==> src/rtl/led_pkg.sv <==
// Shared types and constants for the LED pattern sequencer.
package led_pkg;

    // Pattern modes as encoded on the command interface.
    typedef enum logic [1:0] {
        MODE_BOUNCE = 2'b00,
        MODE_WALK   = 2'b01,
        MODE_BLINK  = 2'b10,
        MODE_PAUSE  = 2'b11
    } mode_e;

    // Travel direction of the lit LED in BOUNCE mode.
    typedef enum logic {
        DIR_UP   = 1'b0,
        DIR_DOWN = 1'b1
    } dir_e;

    // Per-bit LED levels; the bank is active-low.
    localparam logic LED_ALL_OFF = 1'b1;
    localparam logic LED_ALL_ON  = 1'b0;

endpackage : led_pkg

==> src/rtl/tick_prescaler.sv <==
// Divides the incoming tick strobe by (rate+1) and emits an advance strobe.
module tick_prescaler #(
    parameter int RATE_W = 4
) (
    input  logic              clock_i,
    input  logic              reset_i,
    input  logic              tick_i,
    input  logic [RATE_W-1:0] rate_i,
    input  logic              clear_i,
    input  logic              freeze_i,
    output logic              advance_o
);

    logic [RATE_W-1:0] tick_cnt_q;
    logic [RATE_W-1:0] tick_cnt_d;

    // Advance fires on the tick that completes a full count.
    assign advance_o = tick_i & ~freeze_i & (tick_cnt_q == rate_i);

    // Next count: clear wins, freeze holds, a tick counts or wraps.
    always_comb begin
        tick_cnt_d = tick_cnt_q;
        if (clear_i) begin
            tick_cnt_d = {RATE_W{1'b0}};
        end else if (freeze_i || !tick_i) begin
            tick_cnt_d = tick_cnt_q;
        end else if (tick_cnt_q == rate_i) begin
            tick_cnt_d = {RATE_W{1'b0}};
        end else begin
            tick_cnt_d = tick_cnt_q + {{(RATE_W-1){1'b0}}, 1'b1};
        end
    end

    // Tick counter register.
    always_ff @(posedge clock_i) begin
        if (reset_i) begin
            tick_cnt_q <= {RATE_W{1'b0}};
        end else begin
            tick_cnt_q <= tick_cnt_d;
        end
    end

endmodule : tick_prescaler

==> src/rtl/led_sequencer.sv <==
// LED pattern sequencer: command handshake, mode FSM and active-low LED datapath.
module led_sequencer
    import led_pkg::*;
#(
    parameter int WIDTH     = 8,
    parameter int RATE_W    = 4,
    parameter int INIT_RATE = 0
) (
    input  logic              clock,
    input  logic              reset,
    input  logic              tick,
    input  logic              cmd_valid,
    output logic              cmd_ready,
    input  logic [1:0]        cmd_mode,
    input  logic [RATE_W-1:0] cmd_rate,
    output logic [WIDTH-1:0]  LED,
    output logic              step
);

    localparam int POS_W = $clog2(WIDTH);
    localparam logic [POS_W-1:0] POS_MAX  = POS_W'(WIDTH - 1);
    localparam logic [POS_W-1:0] POS_ZERO = {POS_W{1'b0}};
    localparam logic [POS_W-1:0] POS_ONE  = POS_W'(1);
    localparam logic [WIDTH-1:0] LED_OFF  = {WIDTH{LED_ALL_OFF}};
    localparam logic [WIDTH-1:0] LED_ON   = {WIDTH{LED_ALL_ON}};

    // Active-low one-hot pattern lighting only LED p.
    function automatic logic [WIDTH-1:0] led_for_pos(input logic [POS_W-1:0] p);
        logic [WIDTH-1:0] one;
        one = {{(WIDTH-1){1'b0}}, 1'b1};
        return ~(one << p);
    endfunction

    mode_e             mode_q,      mode_d;
    dir_e              dir_q,       dir_d;
    logic [POS_W-1:0]  pos_q,       pos_d;
    logic [RATE_W-1:0] rate_q,      rate_d;
    logic              phase_q,     phase_d;
    logic              pending_q,   pending_d;
    mode_e             pend_mode_q, pend_mode_d;
    logic [RATE_W-1:0] pend_rate_q, pend_rate_d;
    logic [WIDTH-1:0]  led_q,       led_d;
    logic              step_q,      step_d;

    logic advance_s;
    logic accept_s;
    logic apply_s;

    assign cmd_ready = ~pending_q;
    assign LED       = led_q;
    assign step      = step_q;

    assign accept_s = cmd_valid & ~pending_q;
    assign apply_s  = pending_q & (advance_s | ((mode_q == MODE_PAUSE) & tick));

    tick_prescaler #(
        .RATE_W (RATE_W)
    ) u_prescaler (
        .clock_i   (clock),
        .reset_i   (reset),
        .tick_i    (tick),
        .rate_i    (rate_q),
        .clear_i   (apply_s),
        .freeze_i  (mode_q == MODE_PAUSE),
        .advance_o (advance_s)
    );

    // Next-state logic: apply a pending command, or step the current pattern.
    always_comb begin
        mode_d      = mode_q;
        dir_d       = dir_q;
        pos_d       = pos_q;
        rate_d      = rate_q;
        phase_d     = phase_q;
        pending_d   = pending_q;
        pend_mode_d = pend_mode_q;
        pend_rate_d = pend_rate_q;
        led_d       = led_q;
        step_d      = 1'b0;

        if (apply_s) begin
            // The advance that applies a command does not also step the pattern.
            mode_d    = pend_mode_q;
            rate_d    = pend_rate_q;
            pending_d = 1'b0;
            case (pend_mode_q)
                MODE_BLINK: begin
                    phase_d = 1'b1;
                    led_d   = LED_ON;
                    step_d  = 1'b1;
                end
                MODE_BOUNCE: begin
                    dir_d = (pos_q == POS_MAX) ? DIR_DOWN : DIR_UP;
                end
                default: begin
                end
            endcase
        end else if (advance_s) begin
            case (mode_q)
                MODE_BOUNCE: begin
                    if (dir_q == DIR_UP) begin
                        if (pos_q == POS_MAX) begin
                            pos_d = POS_MAX - POS_ONE;
                            dir_d = DIR_DOWN;
                        end else begin
                            pos_d = pos_q + POS_ONE;
                        end
                    end else begin
                        if (pos_q == POS_ZERO) begin
                            pos_d = POS_ONE;
                            dir_d = DIR_UP;
                        end else begin
                            pos_d = pos_q - POS_ONE;
                        end
                    end
                    led_d  = led_for_pos(pos_d);
                    step_d = 1'b1;
                end
                MODE_WALK: begin
                    pos_d  = (pos_q == POS_MAX) ? POS_ZERO : pos_q + POS_ONE;
                    led_d  = led_for_pos(pos_d);
                    step_d = 1'b1;
                end
                MODE_BLINK: begin
                    phase_d = ~phase_q;
                    led_d   = phase_d ? LED_ON : LED_OFF;
                    step_d  = 1'b1;
                end
                default: begin
                end
            endcase
        end else begin
            step_d = 1'b0;
        end

        // Apply and accept cannot coincide: accept needs pending clear, apply needs it set.
        if (accept_s) begin
            pending_d   = 1'b1;
            pend_mode_d = mode_e'(cmd_mode);
            pend_rate_d = cmd_rate;
        end else begin
            pending_d = pending_d;
        end
    end

    // Sequencer state and registered outputs; reset drops any pending command.
    always_ff @(posedge clock) begin
        if (reset) begin
            mode_q      <= MODE_BOUNCE;
            dir_q       <= DIR_UP;
            pos_q       <= POS_ZERO;
            rate_q      <= RATE_W'(INIT_RATE);
            phase_q     <= 1'b0;
            pending_q   <= 1'b0;
            pend_mode_q <= MODE_BOUNCE;
            pend_rate_q <= {RATE_W{1'b0}};
            led_q       <= led_for_pos(POS_ZERO);
            step_q      <= 1'b0;
        end else begin
            mode_q      <= mode_d;
            dir_q       <= dir_d;
            pos_q       <= pos_d;
            rate_q      <= rate_d;
            phase_q     <= phase_d;
            pending_q   <= pending_d;
            pend_mode_q <= pend_mode_d;
            pend_rate_q <= pend_rate_d;
            led_q       <= led_d;
            step_q      <= step_d;
        end
    end

endmodule : led_sequencer

==> config.mk <==
export PLATFORM = sky130hd
export DESIGN_NAME = led_sequencer
export DESIGN_NICKNAME = d
export VERILOG_FILES = /design/src/rtl/led_pkg.sv /design/src/rtl/tick_prescaler.sv /design/src/rtl/led_sequencer.sv
export SDC_FILE = /design/constraint.sdc
export NUM_CORES = 1
export LEC_CHECK = 0
export BUFFER_PORTS_ARGS = -buffer_cell sky130_fd_sc_hd__buf_2
export CAP_MARGIN = 25
export CORE_ASPECT_RATIO = 0.7
export CORE_MARGIN = 2
export CORE_UTILIZATION = 40
export DETAILED_ROUTE_END_ITERATION = 10
export PLACE_DENSITY_LB_ADDON = 0.25
export SYNTH_ARGS = -nofsm -noshare
export SYNTH_HDL_FRONTEND = slang
export SYNTH_SLANG_ARGS = --single-unit
==> constraint.sdc <==
create_clock -name clock -period 3.6 [get_ports clock]
set_input_delay 0.9 -clock clock [delete_from_list [all_inputs] [get_ports clock]]
set_output_delay 0.9 -clock clock [all_outputs]
set_load 0.01 [all_outputs]
==> flow_metrics.tcl, run 1 <==
set metrics [dict create \
    insertion_delay_ps 280 \
    post_drt_wl_per_cell_um 15.1 \
    dieArea_um2 5310 \
    final_hold_viol_count 0 \
    fmax_mhz 445 \
    die_h_um 61.6 \
    comb_power_share 0.238 \
    dr.pass1.iters 4 \
    coreArea_um2 4450 \
    port_buffers 19 \
    rows 20 \
    grt_pass1_vias 1368 \
    netlist_area_um2 1900 \
    dp_slack_ps 1270 \
    root_buffer "clkbuf_8" \
    fin_crit_sh 0.625 \
    grt_pass1_wl_um 6960 \
    crit_fanout 10 \
    placed_cell_area_um2 1990 \
    drv_cap 0 \
    cts-hold-fix-buffers 0 \
    grt_max_degree 27 \
    fin_ws_ps 1350 \
    seq_area_frac_synth 0.327 \
    grtUsageTotal 0.172 \
    syn_avg_cell_area_um2 8.98 \
    critPathKind "reg2reg" \
    dieWidth_um 86.3 \
    max_slew_margin 0.537 \
    start_kind "register" \
    areaGrowthSynthToFinish_pct 9.24 \
    tightest_slew_ps 692 \
    htree_num_levels 2 \
    p_per_area_nw_per_um2 412 \
    layout-drive-gt1-share 0.161 \
    dp.cells 271 \
    pwr-share-clk 0.307 \
    whs_ps 463 \
    synth-warning-count 0 \
    post-cts-setup-buffer-count 0 \
    nets 244 \
    final_util 0.465 \
    ant_nets 0 \
    clk_pin_slew_worst_paths_ps 70 \
    p_int_mw 0.589 \
    cp.required_ps 3770 \
    synth_cells 211 \
    num_antenna_cells 0 \
    p_leak_nw 0.778 \
    synth_ff_type "dfxtp_1" \
    antenna_found_initial 0 \
    fin_tns_setup_ps 0 \
    drt_iter0_markers 93 \
    seqPwrFrac 0.455 \
    dp_hpwl_um 3160 \
    hp-start "pend_rate_q[0]" \
    slew_viol_final 0 \
    place.gp.congestion 0.876 \
    ir_drop_mv 0.118 \
    cts_tree "yes" \
    finClkSkew_ps 6.85 \
    layout.cells.non_filler 279 \
    vias 1574 \
    clock-sinks 31 \
    postCtsResizedCells 0 \
    worstReg2RegStart "pos_q[0]" \
    numCtsBuffers 5 \
    ys_seq_elements 31 \
    grt_overflow_total 0 \
    initial_utilization 0.426 \
    boundaryPins 20 \
    cts_buffer_depth 2 \
    synthDistinctLibCells 54 \
    setup_viol_count_final 0 \
    p_sw_mw 0.264 \
    finalCriticalPeriod_ps 2250 \
    hp-class "reg2reg" \
    arrival_ps 2420 \
    crit_start "pos_q[0]" \
    design_power_total_mw 0.853 \
    outcome "complete, no violations" \
    rsz0062_at_grt "no" \
    syn_nets 232 \
    fillers 446 \
    end_kind "register" \
    synthArstFlopShare 0 \
    final_cell_area_um2 2070 \
    vias_per_cell 5.64 \
    synth-edff-count 0 \
    swShare 0.310 \
    drt-total-wl_um 4200 \
    post-route-drc-count 0 \
]
-- final timing paths --
kind	slack (ps)	to	cells past startpoint
hold reg to reg	460	rate_q[0]	2
setup reg to reg	1350	LED[7]	7
hold / removal	460	rate_q[0]	2
setup / recovery	1350	LED[7]	7
-- cell usage after synthesis, types with 2 or more instances --
cell type  number  area [µm²]
o21ai_1         2        10.0
nor2b_1         3        18.8
nand2b_1        3        18.8
o211ai_1        3        22.5
ha_1           11         138
o31ai_1         4        30.0
mux2i_1        12         120
a31oi_1         4        25.0
o211a_1         2        20.0
a21oi_1         7        35.0
nand2_1        16        60.1
a32o_1          2        20.0
buf_2           5        25.0
or3b_4          2        22.5
or3_1           2        12.5
nand3_1         4        20.0
inv_1          15        56.3
a21boi_1        3        22.5
dfxtp_1        31         621
xnor2_1         4        35.0
clkbuf_1        7        26.3
a211oi_1       11        82.6
nand3b_1        5        37.5
a221o_1         7        70.1
nor2_1         11        41.3
nor3_1          7        35.0
-- layer usage --
metal | GRT usage | share of wire | vias to the layer above
met2 | 0.231 | 0.40 | 29
met5 | 0 | 0 | -
li1 | - | - | 807
met3 | 0.0523 | 0.047 | 4
met4 | 0.0402 | 0.0062 | 0
met1 | 0.263 | 0.55 | 734
-- cell type report --
| class | instances | area, µm² | share of cell area |
|---|---|---|---|
| clock inverter | 1 | 5.00 | 0.00242 |
| clock buffer | 7 | 76.3 | 0.0369 |
| multi-input combinational | 150 | 1140 | 0.553 |
| sequential | 31 | 621 | 0.300 |
| inverter | 16 | 60.1 | 0.0290 |
| timing repair buffer | 19 | 95.1 | 0.0459 |
| tap | 55 | 68.8 | 0.0332 |
-- power groups by stage --
stage	clock network, mW	logic, mW	registers, mW
after global routing	0.288	0.225	0.391
after CTS	0.268	0.203	0.388
final	0.262	0.203	0.388
after global placement	0	0.201	0.394
after floorplan	0	0.157	0.392
after detailed placement	0	0.202	0.395
-- cell families (layout without fill, tap and decap cells) --
group	Yosys count	in the layout	synth area share
AOI/OAI and AO/OA	60	60	0.266
xor gates and xnor gates	4	4	0.0185
adders and majority gates	11	11	0.0726
buffers and inverters	30	43	0.0686
DFF	31	31	0.327
muxes	13	13	0.0693
and+or+nand+nor	62	62	0.178
-- sequential cells by signal, summed over array words and instances, names as in the netlist --
name / cells
u_prescaler.tick_cnt_q: 4
pending_q: 1
pos_q: 3
step: 1
pend_mode_q: 2
pend_rate_q: 4
phase_q: 1
dir_q: 1
LED: 8
rate_q: 4
mode_q: 2
-- critical path, cell delays in order, from the launching register on --
cell	delay, ps
dfxtp_1	550
ha_1	300
inv_1	60
ha_1	330
inv_1	50
a21boi_0	350
a211oi_1	140
a221o_1	360
-- layout by cell type (no fill, tap or decap), types with 2 or more instances in the layout --
| master | Yosys | final |
|---|---|---|
| inv_1 | 15 | 15 |
| a32o_1 | 2 | 2 |
| o211a_1 | 2 | 2 |
| o21ai_1 | 2 | 2 |
| a31oi_1 | 4 | 4 |
| clkbuf_8 | 0 | 5 |
| nor3_1 | 7 | 7 |
| nand3_1 | 4 | 4 |
| nand2b_1 | 3 | 3 |
| mux2i_1 | 12 | 12 |
| o211ai_1 | 3 | 3 |
| clkbuf_1 | 7 | 2 |
| nand2_1 | 16 | 16 |
| nand3b_1 | 5 | 5 |
| dfxtp_1 | 31 | 31 |
| xnor2_1 | 4 | 4 |
| nor2_1 | 11 | 11 |
| nor2b_1 | 3 | 3 |
| ha_1 | 11 | 11 |
| a211oi_1 | 11 | 11 |
| a21boi_1 | 3 | 3 |
| buf_2 | 5 | 19 |
| o31ai_1 | 4 | 4 |
| a221o_1 | 7 | 7 |
| a21oi_1 | 7 | 7 |
| or3b_4 | 2 | 2 |
| or3_1 | 2 | 2 |
No activity file was read; power rests on OpenSTA's default activity.
==> run 2, diff against run 1 <==
--- a/config.mk
+++ b/config.mk
@@ -5,6 +5,7 @@
 export SDC_FILE = /design/constraint.sdc
 export NUM_CORES = 1
 export LEC_CHECK = 0
+export ABC_AREA = 1
 export BUFFER_PORTS_ARGS = -buffer_cell sky130_fd_sc_hd__buf_2
 export CAP_MARGIN = 25
 export CORE_ASPECT_RATIO = 0.7
==> constraint.sdc (replaced) <==
create_clock -name clock -period 1.96 [get_ports clock]
set_input_delay 0.49 -clock clock [delete_from_list [all_inputs] [get_ports clock]]
set_output_delay 0.49 -clock clock [all_outputs]
set_load 0.01 [all_outputs]
==> run 2 against run 1 <==
  * Non-clock buffer count rose by 3
  * Clock power up 130%
  * Combinational power grew to 4.7 times the previous value
  * Wire length shrank 3.5%
  * Via count increased by 6.4%
  * Clock skew grew 4.2 ps
  * Utilization is 1.5 points higher
  * Critical path depth rose by 3
  * Fmax increased by 25%
==> flow_metrics.tcl, run 2 <==
set metrics [dict create \
    drt_iter0_markers 128 \
    p_leak_nw 0.992 \
    cts_tree "yes" \
    largest_reg_flops 8 \
    layout-drive-gt1-share 0.160 \
    dr.pass1.iters 4 \
    ant_nets 0 \
    final_common_cell "nand2_1" \
    design_power_total_mw 2.37 \
    p_per_area_nw_per_um2 1140 \
    cts-hold-fix-buffers 0 \
    insertion_delay_ps 280 \
    initial_utilization 0.419 \
    arrival_ps 1960 \
    synthDistinctLibCells 28 \
    crit_start "pos_q[0]" \
    numCtsBuffers 5 \
    ir_drop_mv 0.455 \
    r2r-end "LED[4]" \
    place.gp.congestion 0.887 \
    boundaryPins 20 \
    drv_cap 0 \
    hp-class "in2reg" \
    start_kind "register" \
    post-route-drc-count 0 \
    critPathKind "reg2reg" \
    areaGrowthSynthToFinish_pct 14.4 \
    finClkSkew_ps 11.1 \
    clk_pin_slew_worst_paths_ps 70 \
    yosysTopAreaCell "dfxtp_1" \
    dp_slack_ps 184 \
    htree_num_levels 2 \
    final_cell_mix "62 x nand2_1, 31 x dfxtp_1, 31 x inv_1" \
    yosysMostFrequentCell "nand2_1" \
    nets 309 \
    synth_top_family_by_area "simple AND/OR/NAND/NOR gates" \
    post_drt_wl_per_cell_um 11.8 \
    grt_max_degree 29 \
    max_slew_margin 0.774 \
    tightest_slew_ps 337 \
    layout.cells.non_filler 343 \
    post-cts-setup-buffer-count 0 \
    grt_pass1_wl_um 7310 \
    root_buffer "clkbuf_8" \
    final_cell_area_um2 2090 \
    synth_cells 265 \
    coreArea_um2 4350 \
    postCtsResizedCells 0 \
    syn_nets 286 \
    final_hold_viol_count 0 \
    synthAdderAreaFrac 0.0754 \
    die_h_um 60.5 \
    rsz0062_at_grt "no" \
    synth-warning-count 0 \
    synth-compound-area-share 0.152 \
    dp_hpwl_um 3020 \
    whs_ps 404 \
    grtUsageTotal 0.182 \
    synth_top_area_share 0.340 \
    reg2reg_slack_ps 170 \
    crit_fanout 4 \
    dieWidth_um 84.7 \
    rows 20 \
    dp.cells 336 \
    placed_cell_area_um2 1980 \
    final_util 0.480 \
    synth_xor_area_frac 0.00480 \
    vias 1675 \
    slew_viol_final 0 \
    endpoint "LED[4]" \
    end_kind "register" \
    clock-sinks 31 \
    dieArea_um2 5130 \
    ys_top_cells_by_area "dfxtp_1 34%, nand2_1 13%, ha_1 7.5%" \
    synth-simple-area-share 0.338 \
    num_antenna_cells 0 \
    synth_ff_type "dfxtp_1" \
    synthArstFlopShare 0 \
    netlist_area_um2 1830 \
    drt-total-wl_um 4050 \
    fin_ws_ps 165 \
    antenna_found_initial 0 \
    grt_pass1_vias 1588 \
    finalCriticalPeriod_ps 1790 \
    outcome "complete, no violations" \
    fmax_mhz 557 \
    syn_avg_cell_area_um2 6.89 \
    synthTopCellsByCount "62 x nand2_1, 31 x dfxtp_1, 31 x inv_1, 31 x nor2_1, 25 x o21ai_0" \
    synth.area.mux_share 0 \
    synth-edff-count 0 \
    setup_viol_count_final 0 \
    vias_per_cell 4.88 \
    worstReg2RegStart "pos_q[0]" \
    port_buffers 19 \
    fin_crit_sh 0.916 \
    grt_overflow_total 0 \
    fin_tns_setup_ps 0 \
    seq_area_frac_synth 0.340 \
    cts_buffer_depth 2 \
    reg2regPathDepth 10 \
    cp.required_ps 2120 \
    ys_seq_elements 31 \
]
[run 2: worst min-delay path by stage]
stage          cells past startpoint   endpoint  startpoint  slack, ps
3_5_place_dp                       2  rate_q[3]   rate_q[3]        460
2_1_floorplan                      2  rate_q[1]   rate_q[1]        440
5_1_grt                            2   pos_q[0]       reset        400
3_3_place_gp                       2     LED[0]      LED[0]        460
6_report                           2   pos_q[0]       reset        400
4_1_cts                            2   pos_q[0]       reset        400
[run 2: layer usage]
layer	track usage	wire length, µm
met4	0.0522	55
met5	0	0
met1	0.266	2220
met2	0.269	1570
met3	0.0435	209
[run 2: cell type report]
class                   count  area, µm²
fillers                   451       2270
multi-input cells         194       1050
flip-flops and latches     31        621
inverters                  34        128
repair buffers             22        118
clock buffers               6       72.6
well taps                  55       68.8
clock inverters             1       30.0
[run 2: worst max-delay path, cell delays in order, from the launching register on]
cell	delay [ps]
dfxtp_1	390
ha_1	210
inv_1	60
ha_1	330
nor2_1	60
nor2_1	270
nand2_1	90
nand2_1	70
a21oi_1	50
nand2_1	80
nand3_1	60
[run 2: logic make-up (layout without fill, tap and decap cells)]
kind of cell	after synthesis	count (layout)
flops	31	31
xor+xnor	1	1
buf+inv	40	63
simple gates	129	129
fa+ha+maj	11	11
compound gates	53	53
[run 2: power breakdown]
| part | switching (mW) | total [mW] | internal (mW) | leakage (nW) |
|---|---|---|---|---|
| Clock | 0.237 | 0.610 | 0.372 | 0.0513 |
| Sequential | 0.0737 | 0.817 | 0.743 | 0.255 |
| Combinational | 0.608 | 0.948 | 0.340 | 0.685 |
| Total | 0.919 | 2.37 | 1.46 | 0.992 |
==> run 3, diff against run 2 <==
==> constraint.sdc (replaced) <==
create_clock -name clock -period 2.2 [get_ports clock]
set_input_delay 0.55 -clock clock [delete_from_list [all_inputs] [get_ports clock]]
set_output_delay 0.55 -clock clock [all_outputs]
set_load 0.01 [all_outputs]
==> run 3 against run 2 <==
  * Wire length fell by 2.6%
  * Clock power fell by 27%
  * Clock skew fell by 6.0 ps
  * Largest cell class unchanged
  * Global-route usage fell by 0.98 points
  * Sequential power fell by 12%
  * Flip-flop and latch count did not move
  * Critical path depth did not move
  * Via count fell by 0.72%
  * Critical endpoint is now LED[0]
  * Design area fell by 1.7%
  * Total power fell by 16%
  * Cell count did not move
==> flow_metrics.tcl, run 3 (synthesis gave the netlist of run 2 again) <==
set metrics [dict create \
    r2r-end "LED[0]" \
    fin_tns_setup_ps 0 \
    worstReg2RegStart "pos_q[0]" \
    seqCellArea_um2 621 \
    dr.pass1.iters 4 \
    final_hold_viol_count 0 \
    cts_buffer_depth 2 \
    finalCriticalPeriod_ps 1840 \
    critPathMaxStageDelay_ps 330 \
    fmax_mhz 545 \
    p_leak_nw 0.977 \
    die_h_um 60.5 \
    hp-start "reset" \
    dp_slack_ps 354 \
    end_kind "register" \
    insertion_delay_ps 290 \
    postCtsResizedCells 0 \
    num_antenna_cells 0 \
    dp_hpwl_um 2990 \
    path_common_cell "nand2_1" \
    root_buffer "clkbuf_8" \
    vias_per_cell 4.85 \
    dieArea_um2 5130 \
    hp-class "in2reg" \
    largest_reg_flops 8 \
    rsz0062_at_grt "no" \
    finClkSkew_ps 5.10 \
    grt_max_degree 27 \
    drt-total-wl_um 3950 \
    cp_cell_sequence "ha_1, ha_1, o21ai_0, nand2_1, nor2_1, nand2_1, nand3_1, nand2_1, nand2_1, nor2_1" \
    place.gp.congestion 0.848 \
    outcome "complete, no violations" \
    ir_drop_mv 0.413 \
    coreArea_um2 4350 \
    layout-drive-gt1-share 0.149 \
    post_drt_wl_per_cell_um 11.5 \
    numCtsBuffers 5 \
    fillers 478 \
    grt_overflow_total 0 \
    hold_depth 2 \
    drv_cap 0 \
    cp_slowest_cell "dfxtp_1" \
    initial_utilization 0.419 \
    layout.cells.non_filler 343 \
    critPathKind "reg2reg" \
    design_power_total_mw 2.00 \
    clock-sinks 31 \
    port_buffers 19 \
    crit_fanout 5 \
    ant_nets 0 \
    nets 308 \
    tightest_slew_ps 488 \
    fin_ws_ps 364 \
    fin_crit_sh 0.834 \
    drt_iter0_markers 132 \
    final_common_cell "nand2_1" \
    min_to "pos_q[0]" \
    setup_viol_count_final 0 \
    p_per_area_nw_per_um2 975 \
    final_cell_mix "62 x nand2_1, 31 x dfxtp_1, 31 x inv_1, 31 x nor2_1, 25 x o21ai_0" \
    areaGrowthSynthToFinish_pct 12.5 \
    reg2regPathDepth 10 \
    post-route-drc-count 0 \
    slew_viol_final 0 \
    reg2reg_slack_ps 360 \
    grt_pass1_wl_um 6960 \
    vias 1663 \
    dieWidth_um 84.7 \
    grt_pass1_vias 1562 \
    cp.required_ps 2390 \
    rows 20 \
    start_kind "register" \
    grtUsageTotal 0.172 \
    cts-hold-fix-buffers 0 \
    post-cts-setup-buffer-count 0 \
    multi_input_area_um2 1040 \
    dp.cells 335 \
    path_buf_inv 0 \
    cts_tree "yes" \
    crit_family "simple AND/OR/NAND/NOR gates" \
    arrival_ps 2030 \
    htree_num_levels 2 \
    boundaryPins 20 \
    max_slew_margin 0.673 \
    clk_pin_slew_worst_paths_ps 70 \
    antenna_found_initial 0 \
]
[run 3: final cells by class]
| class | count | share of cell area |
|---|---|---|
| clock inverters | 2 | 0.00609 |
| repair buffers | 21 | 0.0536 |
| clock buffers | 6 | 0.0353 |
| multi-input cells | 194 | 0.507 |
| well taps | 55 | 0.0335 |
| inverters | 34 | 0.0622 |
| flip-flops and latches | 31 | 0.302 |
[run 3: metal layers]
layer	vias to the layer above	share of wire	GRT usage
met1	737	0.56	0.240
li1	894	-	-
met5	-	0	0
met3	4	0.047	0.0585
met4	0	0.0063	0.0340
met2	28	0.39	0.263
[run 3: metrics by stage]
| stage | instance area (µm²) | util | hold slack [ps] |
|---|---|---|---|
| after floorplan | 1830 | - | 444 |
| after global routing | 2050 | 0.472 | 443 |
| final | 2050 | 0.472 | 444 |
| after detailed placement | 1970 | 0.452 | 462 |
| after global placement | 1970 | 0.452 | 461 |
| after CTS | 2050 | 0.472 | 440 |
[run 3: how the worst max path moves through the flow]
stage	startpoint	to	slack (ps)	depth (start not counted)
finish	pos_q[0]	LED[0]	360	10
global route	pos_q[0]	LED[3]	150	10
CTS	pos_q[0]	LED[0]	380	10
detailed placement	tick	pos_q[2]	350	8
global placement	pos_q[0]	LED[7]	380	8
floorplan	tick	pos_q[1]	630	8
[run 3: worst register-to-register path, stage by stage (launching register included)]
cell and delay, ps:
dfxtp_1 330, ha_1 240, ha_1 250, o21ai_0 240, nand2_1 180, nor2_1 180, nand2_1 80, nand3_1 90
nand2_1 60, nand2_1 60, nor2_1 40
[run 3: where the power goes]
group / switching (mW) / internal (mW)
sequential: 0.0597 / 0.662
clock: 0.224 / 0.221
combinational: 0.538 / 0.297
total: 0.821 / 1.18
